$ cat config.mk
export PLATFORM = sky130hd
export DESIGN_NAME = uart_tx_arbiter
export DESIGN_NICKNAME = d
export VERILOG_FILES = /design/src/rtl/uart_pkg.sv /design/src/rtl/rr_arbiter.sv /design/src/rtl/uart_tx_arbiter.sv
export SDC_FILE = /design/constraint.sdc
export NUM_CORES = 1
export LEC_CHECK = 0
export CORE_MARGIN = 2
export CORE_UTILIZATION = 45
export CTS_CLUSTER_DIAMETER = 80
export DETAILED_ROUTE_END_ITERATION = 10
export GPL_TIMING_DRIVEN = 1
export HOLD_SLACK_MARGIN = 0.06
export PLACE_DENSITY = 0.81
export REMOVE_ABC_BUFFERS = 1
export SYNTH_ARGS = -nofsm -noshare
export SYNTH_HDL_FRONTEND = slang
export SYNTH_HIERARCHICAL = 1
export SYNTH_SLANG_ARGS = --single-unit
export TNS_END_PERCENT = 10
$ cat constraint.sdc
create_clock -name i_clk -period 2.6 [get_ports i_clk]
set_input_delay 0.39 -clock i_clk [delete_from_list [all_inputs] [get_ports i_clk]]
set_output_delay 0.39 -clock i_clk [all_outputs]
set_load 0.005 [all_outputs]
$ cat src/rtl/uart_pkg.sv
// Shared types and constants for the UART transmit-side arbiter.
package uart_pkg;

  // Arbiter FSM states
  typedef enum logic [1:0] {
    ST_IDLE = 2'd0,
    ST_WAIT = 2'd1,
    ST_GAP  = 2'd2
  } arb_state_t;

  // Serializer timing: clocks per bit and bits per frame (start + 8 data + stop)
  localparam int CLKS_PER_BIT = 838;
  localparam int FRAME_BITS   = 10;
  localparam int FRAME_CYCLES = CLKS_PER_BIT * FRAME_BITS;

  // Watchdog default: the next power of two strictly above one full frame,
  // which leaves close to a 2x margin over the 8380-cycle frame.
  localparam int DEFAULT_TIMEOUT_CYCLES = 2 ** $clog2(FRAME_CYCLES + 1);

endpackage

$ cat src/rtl/rr_arbiter.sv
// Combinational round-robin picker: searches the request vector starting one
// position past the last grant and wrapping from N_REQ-1 back to 0.
module rr_arbiter #(
  parameter int N_REQ = 4,
  parameter int IDW   = $clog2(N_REQ)
) (
  input  logic [N_REQ-1:0] i_req,
  input  logic [IDW-1:0]   i_last_grant,
  output logic [IDW-1:0]   o_grant,
  output logic             o_any
);

  // One extra bit so last_grant + offset (at most 2*N_REQ-1) never overflows
  localparam int           SW     = IDW + 1;
  localparam logic [SW-1:0] NREQ_W = SW'(N_REQ);

  logic [SW-1:0] w_sum;

  // First requesting index in rotated priority order wins
  always_comb begin
    o_grant = '0;
    o_any   = 1'b0;
    w_sum   = '0;
    for (int k = 1; k <= N_REQ; k++) begin
      w_sum = {1'b0, i_last_grant} + SW'(k);
      if (w_sum >= NREQ_W) begin
        w_sum = w_sum - NREQ_W;
      end
      if (!o_any && i_req[w_sum[IDW-1:0]]) begin
        o_any   = 1'b1;
        o_grant = w_sum[IDW-1:0];
      end
    end
  end

endmodule

$ cat src/rtl/uart_tx_arbiter.sv
// Shares one UART TX serializer among N_REQ byte producers. A byte is picked
// round-robin in IDLE, launched with a one-cycle start pulse, and held until
// the serializer reports done or the watchdog expires. An optional idle gap
// follows each completed frame.
module uart_tx_arbiter
  import uart_pkg::*;
#(
  parameter int N_REQ          = 4,
  parameter int TIMEOUT_CYCLES = DEFAULT_TIMEOUT_CYCLES,
  parameter int GAP_CYCLES     = 0
) (
  input  logic                       i_clk,
  input  logic                       i_rst_n,
  input  logic [N_REQ-1:0]           i_req_valid,
  input  logic [N_REQ-1:0][7:0]      i_req_byte,
  output logic [N_REQ-1:0]           o_req_ready,
  output logic                       o_tx_start,
  output logic [7:0]                 o_tx_byte,
  input  logic                       i_tx_busy,
  input  logic                       i_tx_done,
  output logic [$clog2(N_REQ)-1:0]   o_grant_id,
  output logic                       o_busy,
  output logic                       o_timeout_err
);

  localparam int IDW = $clog2(N_REQ);
  localparam int WDW = $clog2(TIMEOUT_CYCLES);
  localparam int GW  = (GAP_CYCLES > 1) ? $clog2(GAP_CYCLES) : 1;

  localparam logic [IDW-1:0] LAST_INIT = IDW'(N_REQ - 1);
  localparam logic [WDW-1:0] WD_LAST   = WDW'(TIMEOUT_CYCLES - 1);
  localparam logic [GW-1:0]  GAP_LAST  = (GAP_CYCLES > 0) ? GW'(GAP_CYCLES - 1) : '0;

  arb_state_t       r_state;
  arb_state_t       w_state_nxt;

  logic [IDW-1:0]   r_last_grant;
  logic [IDW-1:0]   r_grant_id;
  logic [7:0]       r_tx_byte;
  logic             r_tx_start;
  logic [N_REQ-1:0] r_req_ready;
  logic             r_timeout_err;
  logic [WDW-1:0]   r_wd_cnt;
  logic [GW-1:0]    r_gap_cnt;

  logic [IDW-1:0]   w_grant;
  logic             w_any;
  logic             w_launch;
  logic             w_timeout;
  logic [N_REQ-1:0] w_ready_oh;

  rr_arbiter #(
    .N_REQ (N_REQ),
    .IDW   (IDW)
  ) u_rr (
    .i_req        (i_req_valid),
    .i_last_grant (r_last_grant),
    .o_grant      (w_grant),
    .o_any        (w_any)
  );

  // State register
  always_ff @(posedge i_clk or negedge i_rst_n) begin
    if (!i_rst_n) begin
      r_state <= ST_IDLE;
    end else begin
      r_state <= w_state_nxt;
    end
  end

  // Next-state logic; done takes priority over a watchdog hit in the same cycle
  always_comb begin
    w_state_nxt = r_state;
    w_launch    = 1'b0;
    w_timeout   = 1'b0;
    case (r_state)
      ST_IDLE: begin
        if (w_any && !i_tx_busy) begin
          w_state_nxt = ST_WAIT;
          w_launch    = 1'b1;
        end
      end
      ST_WAIT: begin
        if (i_tx_done) begin
          w_state_nxt = (GAP_CYCLES > 0) ? ST_GAP : ST_IDLE;
        end else if (r_wd_cnt == WD_LAST) begin
          w_state_nxt = ST_IDLE;
          w_timeout   = 1'b1;
        end
      end
      ST_GAP: begin
        if (r_gap_cnt == GAP_LAST) begin
          w_state_nxt = ST_IDLE;
        end
      end
      default: begin
        w_state_nxt = ST_IDLE;
      end
    endcase
  end

  // One-hot decode of the winning requester for the accept pulse
  always_comb begin
    w_ready_oh = '0;
    for (int i = 0; i < N_REQ; i++) begin
      w_ready_oh[i] = (w_grant == IDW'(i));
    end
  end

  // Watchdog: zero on WAIT entry, counts every cycle spent in WAIT
  always_ff @(posedge i_clk or negedge i_rst_n) begin
    if (!i_rst_n) begin
      r_wd_cnt <= '0;
    end else if (r_state == ST_WAIT) begin
      r_wd_cnt <= r_wd_cnt + WDW'(1);
    end else begin
      r_wd_cnt <= '0;
    end
  end

  // Inter-frame gap counter: counts cycles spent in GAP
  always_ff @(posedge i_clk or negedge i_rst_n) begin
    if (!i_rst_n) begin
      r_gap_cnt <= '0;
    end else if (r_state == ST_GAP) begin
      r_gap_cnt <= r_gap_cnt + GW'(1);
    end else begin
      r_gap_cnt <= '0;
    end
  end

  // Grant capture and single-cycle output pulses; the byte is latched at
  // grant time so a requester dropping valid early still gets its byte sent
  always_ff @(posedge i_clk or negedge i_rst_n) begin
    if (!i_rst_n) begin
      r_tx_start    <= 1'b0;
      r_req_ready   <= '0;
      r_timeout_err <= 1'b0;
      r_tx_byte     <= '0;
      r_grant_id    <= '0;
      r_last_grant  <= LAST_INIT;
    end else begin
      r_tx_start    <= w_launch;
      r_req_ready   <= w_launch ? w_ready_oh : '0;
      r_timeout_err <= w_timeout;
      if (w_launch) begin
        r_tx_byte    <= i_req_byte[w_grant];
        r_grant_id   <= w_grant;
        r_last_grant <= w_grant;
      end
    end
  end

  assign o_req_ready   = r_req_ready;
  assign o_tx_start    = r_tx_start;
  assign o_tx_byte     = r_tx_byte;
  assign o_grant_id    = r_grant_id;
  assign o_timeout_err = r_timeout_err;
  assign o_busy        = (r_state != ST_IDLE);

endmodule
; ---- Word level (Yosys, flattened, before mapping)
; Index checks and enable logic that the tools add are counted.
; Widths: inputs -> output; s select.
[classes]
n_reduce_logical = 12
muxes = 35
n_lt_le_gt_ge = 9
eq_ne = 9
add_sub_neg = 10
[op_table]
columns = cell, n
row1 = $mux 2, 12
row2 = $bmux 8 s2, 1
row3 = $lt 2x3->1 const B, 5
row4 = $add 14x1->14 const B, 1
row5 = $eq 14x14->1 const B, 1
row6 = $mux 1, 14
row7 = $mux 14, 1
row8 = $ge 3x3->1 const B, 4
row9 = $bmux 1 s2, 4
row10 = $mux 8, 1
row11 = $sub 2x1->2 const B, 4
row12 = $add 2x2->3 const B, 2
row13 = $eq 2x2->1 const B, 3
row14 = $pmux 2 s3, 1
row15 = $eq 2x1->1 const B, 2
row16 = $logic_and 1x1->1, 4
row17 = $logic_not 1->1, 4
row18 = $logic_not 2->1, 2
row19 = $mux 4, 1
row20 = $ne 2x2->1 const B, 2
row21 = $add 2x1->3 const B, 1
row22 = $add 2x3->3 const B, 1
row23 = $ne 3x3->1 const B, 1
row24 = $reduce_and 3->1, 1
row25 = 2 further kinds, 2
[totals]
regBits = 35
out_inout_bits = 17

; ---- Depth between registers and ports, before layout
[logic_depth]
word_depth = 19
depth_mapped = 8
mapped_depth_nobuf = 6

; ---- Modules after synthesis
; The synthesis kept the hierarchy.
[by_module_without_submodules]
columns = module, area_per_inst_um2, n_inst, cells_per_inst, seq_area_each_um2
row1 = uart_tx_arbiter, 1559.0, 1, 144, 828.3
row2 = rr_arbiter, 91.3, 1, 14, 0.0

; ---- Worst setup path after synthesis
; No wires, ideal clock.
[synth_path]
path_type = register to register
from = register r_last_grant[1]
to = register r_tx_byte[0] (netlist: o_tx_byte[0])
path_stages_with_launch = 8
synth_period_minus_slack_ns = 2.029
path_buffers = 1
slack_ns = 0.571
setup_ns = 0.117
arrival_ns = 1.912
path_cell_list = dfstp_2 > nand2b_1 > a21oi_2 > o221ai_2 > buf_2 > mux4_2 > nand2_1 > nand2_1
[synth_via]
word_cells_on_any_way = 43
classes_between = add/sub (8) / order compare (4) / mux (24) / reduce/logical (7)
[synth_rtl]
columns = item, line_no
row1 = start: declaration, uart_tx_arbiter.sv:37  ; logic [IDW-1:0] r_last_grant;
row2 = start signal: assignment, uart_tx_arbiter.sv:149  ; r_last_grant <= w_grant;
row3 = $add 2x1->3, rr_arbiter.sv:25  ; w_sum = {1'b0, i_last_grant} + SW'(k);
row4 = $ge 3x3->1 / $sub 2x1->2 (equally long branches), "rr_arbiter.sv:26, rr_arbiter.sv:27"
row5 = $mux 2, rr_arbiter.sv:26  ; if (w_sum >= NREQ_W) begin
row6 = $bmux 1 s2, rr_arbiter.sv:29  ; if (!o_any && i_req[w_sum[IDW-1:0]]) begin
row7 = $mux 1 (implied by the code), rr_arbiter.sv:29
row8 = $mux 1, rr_arbiter.sv:29
row9 = $logic_not 1->1, rr_arbiter.sv:29
row10 = $logic_and 1x1->1, rr_arbiter.sv:29
row11 = [2 not listed], -
row12 = $logic_and 1x1->1, rr_arbiter.sv:29
row13 = $mux 1, rr_arbiter.sv:29
row14 = $logic_not 1->1, rr_arbiter.sv:29
row15 = $logic_and 1x1->1, rr_arbiter.sv:29
row16 = $mux 2 (*), rr_arbiter.sv:29
row17 = net w_grant[0], uart_tx_arbiter.sv:46  ; logic [IDW-1:0] w_grant;
row18 = $bmux 8 s2 (*), uart_tx_arbiter.sv:147  ; r_tx_byte <= i_req_byte[w_grant];
row19 = $mux 8 (implied by the code) (*), uart_tx_arbiter.sv:147
row20 = end signal: assignment, uart_tx_arbiter.sv:147
row21 = end: declaration, uart_tx_arbiter.sv:39  ; logic [7:0] r_tx_byte;
; Mark *: on every way through the listed nets, which the timed path passes. The rest lies on a longest branch. The select of a mux whose other input is x is not followed.
; A chain may end at the register's enable or synchronous reset.

; ---- Worst setup path in the final report
[layout_path]
from = input port i_req_valid[3]
to = register r_tx_byte[3] (netlist: o_tx_byte[3])
[layout_via]
word_cells_on_any_way = 27
classes_between = mux (20) / reduce/logical (7)
[layout_rtl]
columns = item, line_no
row1 = start: declaration, uart_tx_arbiter.sv:14  ; input logic [N_REQ-1:0] i_req_valid,
row2 = $bmux 1 s2, rr_arbiter.sv:29
row3 = $mux 1 (implied by the code), rr_arbiter.sv:29
row4 = $mux 1, rr_arbiter.sv:29
row5 = $logic_not 1->1, rr_arbiter.sv:29
row6 = $logic_and 1x1->1, rr_arbiter.sv:29
row7 = $mux 1, rr_arbiter.sv:29
row8 = $logic_not 1->1, rr_arbiter.sv:29
row9 = $logic_and 1x1->1, rr_arbiter.sv:29
row10 = $mux 1, rr_arbiter.sv:29
row11 = $logic_not 1->1, rr_arbiter.sv:29
row12 = $logic_and 1x1->1, rr_arbiter.sv:29
row13 = $mux 2 (*), rr_arbiter.sv:29
row14 = net w_grant[0], uart_tx_arbiter.sv:46
row15 = $bmux 8 s2 (*), uart_tx_arbiter.sv:147
row16 = $mux 8 (implied by the code) (*), uart_tx_arbiter.sv:147
; Marks and branches as above.

==> qor.csv <==
metric;value;unit
drc_errors;0;
ys_ff_latch;33;
dp.cells;261;
cp-end-kind;flop;
final_util;65.5;%
start_util;45.8;%
grt_max_degree;34;
setup_tns;0;ns
async_reset_ff_share;100;%
final_layout_size_suffix_gt1_share;12.7;%
final_cell_mix;clkdlybuf4s50_1 (56), nand2_1 (41), dfrtp_1 (31);
first_iter_violations;60;
wire_per_inst;12.9;um
avgSynthCellArea;10.4;sq um
synth_area;1650;sq um
hold_depth;1;
cap_violations;0;
grt.overflow.total;0;
vias_per_cell;5.17;
irDropWorstVdd;0.000447;V
cpMaxStageDelayCell;mux4_2;
critical_path_class;in -> reg;
dr_total_vias;1391;
nets;261;
synth.distinct_cells;36;
globalplace.congestion;0.756;
post-route-min-period;2.00;ns
tightest_slew;0.409;ns
clk_pin_slew;0.06;ns
grt_pass1_wl;6150;um
n_antenna_cell;0;
finalSetupViolCount;0;
netlist_instances;158;
coreArea;3610;sq um
maxSlewViolCount;0;
antenna_found_initial;0;
cts_root_buffer;clkbuf_8;
htree_levels;2;
ios;57;
final-instance-count-excl-fill;269;
die_h;64.6;um
powerDensity;665;nW/um^2
p_leak;1.01;nW
route.final.wire_length;3480;um
status;finished clean;
port_buffers;56;
layout_commonest_cell;clkdlybuf4s50_1;
rsz0062_at_grt;false;
cts_buffers;5;
critPathMostFrequentCell;nand2_1;
synth_warnings;6;
num_rows;22;
fmax;499;MHz
die_w;64.6;um
path_max_fanout;11;
area_growth;43.1;%
required;2.78;ns
critPathMaxStageDelay;0.53;ns
die_area;4170;sq um
synth_flop_cell;dfrtp_1;
grt_pass1_vias;1451;
cts.sinks;33;
skew;0.00593;ns
cts_resized;0;
seq_area_frac_synth;50.2;%
crit_path_cell_trace;clkdlybuf4s50_1 > and2b_1 > a21oi_2 > o221ai_2 > buf_4 > mux4_2 > nand2_1 > nand2_1;
grt_use_total;19.5;%
clockBufferDepth;2;
fill_cells;281;
hold_violations;0;
arrival;2.19;ns
ant_nets;0;
first_pass_iters;4;
relSlewSlack;72.7;%
cts_hold_buffers;0;
hold_class;reg -> reg;
synth_edf_count;0;
cts_tree;built;
fin_crit_sh;77.1;%
postCtsSetupBuffers;0;
clkLatencyLatePin;0.29;ns
power;1.57;mW
start_kind;input pin;
worstRegToRegCells;7;
hpwl;2600;um
-- cell usage after synthesis, types with 4 or more instances --
cell | n | area, sq um
nand2_1 | 41 | 154
dfrtp_1 | 31 | 776
a21oi_1 | 9 | 45.0
mux4_2 | 8 | 180
nor2_1 | 7 | 26.3
inv_1 | 5 | 18.8
nand2b_1 | 5 | 31.3
nand3_1 | 4 | 20.0
o21ai_0 | 4 | 20.0
o31ai_1 | 4 | 30.0
or4_1 | 4 | 30.0
-- routing by layer --
layer | up-vias | track usage [%] | part of all wire, %
li1 | 675 | - | -
met1 | 664 | 22.2 | 40
met2 | 45 | 33.5 | 51
met3 | 7 | 6.25 | 7.0
met4 | 0 | 8.78 | 2.1
met5 | - | 0 | 0
-- cell type report --
type                       instances  area, sq um  share of cell area (%)
sequential                        33          828                    35.1
multi-input combinational        113          771                    32.6
timing repair buffer              61          598                    25.3
clock buffer                       6         72.6                    3.07
tap                               48         60.1                    2.54
inverter                           6         22.5                   0.953
clock inverter                     2         10.0                   0.424
-- path summary, 6_finish.rpt --
path | start | endpoint | slack, ns
max in group asynchronous | i_rst_n | r_last_grant[0] | 1.76
setup reg to reg | r_last_grant[1] | o_tx_byte[3] | 0.65
min in group asynchronous | i_rst_n | r_wd_cnt[4] | 0.50
setup / recovery | i_req_valid[3] | o_tx_byte[3] | 0.60
hold / removal | r_wd_cnt[0] | r_wd_cnt[0] | 0.47
hold reg to reg | r_wd_cnt[0] | r_wd_cnt[0] | 0.47
-- stage by stage --
| stage | area (sq um) | hold WS, ns | setup WS [ns] |
|---|---|---|---|
| 2_1_floorplan | 1620 | 0.0944 | 0.511 |
| 3_3_place_gp | 2280 | 0.456 | 0.341 |
| 3_5_place_dp | 2280 | 0.462 | 0.295 |
| 4_1_cts | 2360 | 0.472 | 0.594 |
| 5_1_grt | 2360 | 0.484 | 0.443 |
| 6_report | 2360 | 0.468 | 0.595 |
-- worst max-delay path: cells and delay by family --
family | cells | cell delay, ns
AND/OR/NAND/NOR | 3 | 0.30
multiplexers | 1 | 0.53
AO/OA/AOI/OAI | 2 | 0.19
buffers and inverters | 2 | 0.76
-- logic make-up after synthesis --
family / synth area share, %
simple gates: 24.0
flops: 50.2
compound gates: 7.58
buf+inv: 3.11
mux: 12.7
xor+xnor: 1.59
fa+ha+maj: 0.758
-- registers in the layout (all words and copies together) (netlist names) --
name           cells
o_tx_start         1
o_timeout_err      1
o_req_ready        4
r_state            1
r_wd_cnt          14
r_last_grant       2
o_grant_id         2
o_tx_byte          8
-- power by group --
part           total [mW]  internal (mW)  switching [mW]  leakage [nW]
clock network       0.369          0.185           0.184        0.0450
registers           0.679          0.612          0.0669         0.431
logic               0.524          0.321           0.203         0.536
total                1.57           1.12           0.453          1.01
(Power assumes the default switching activity.)
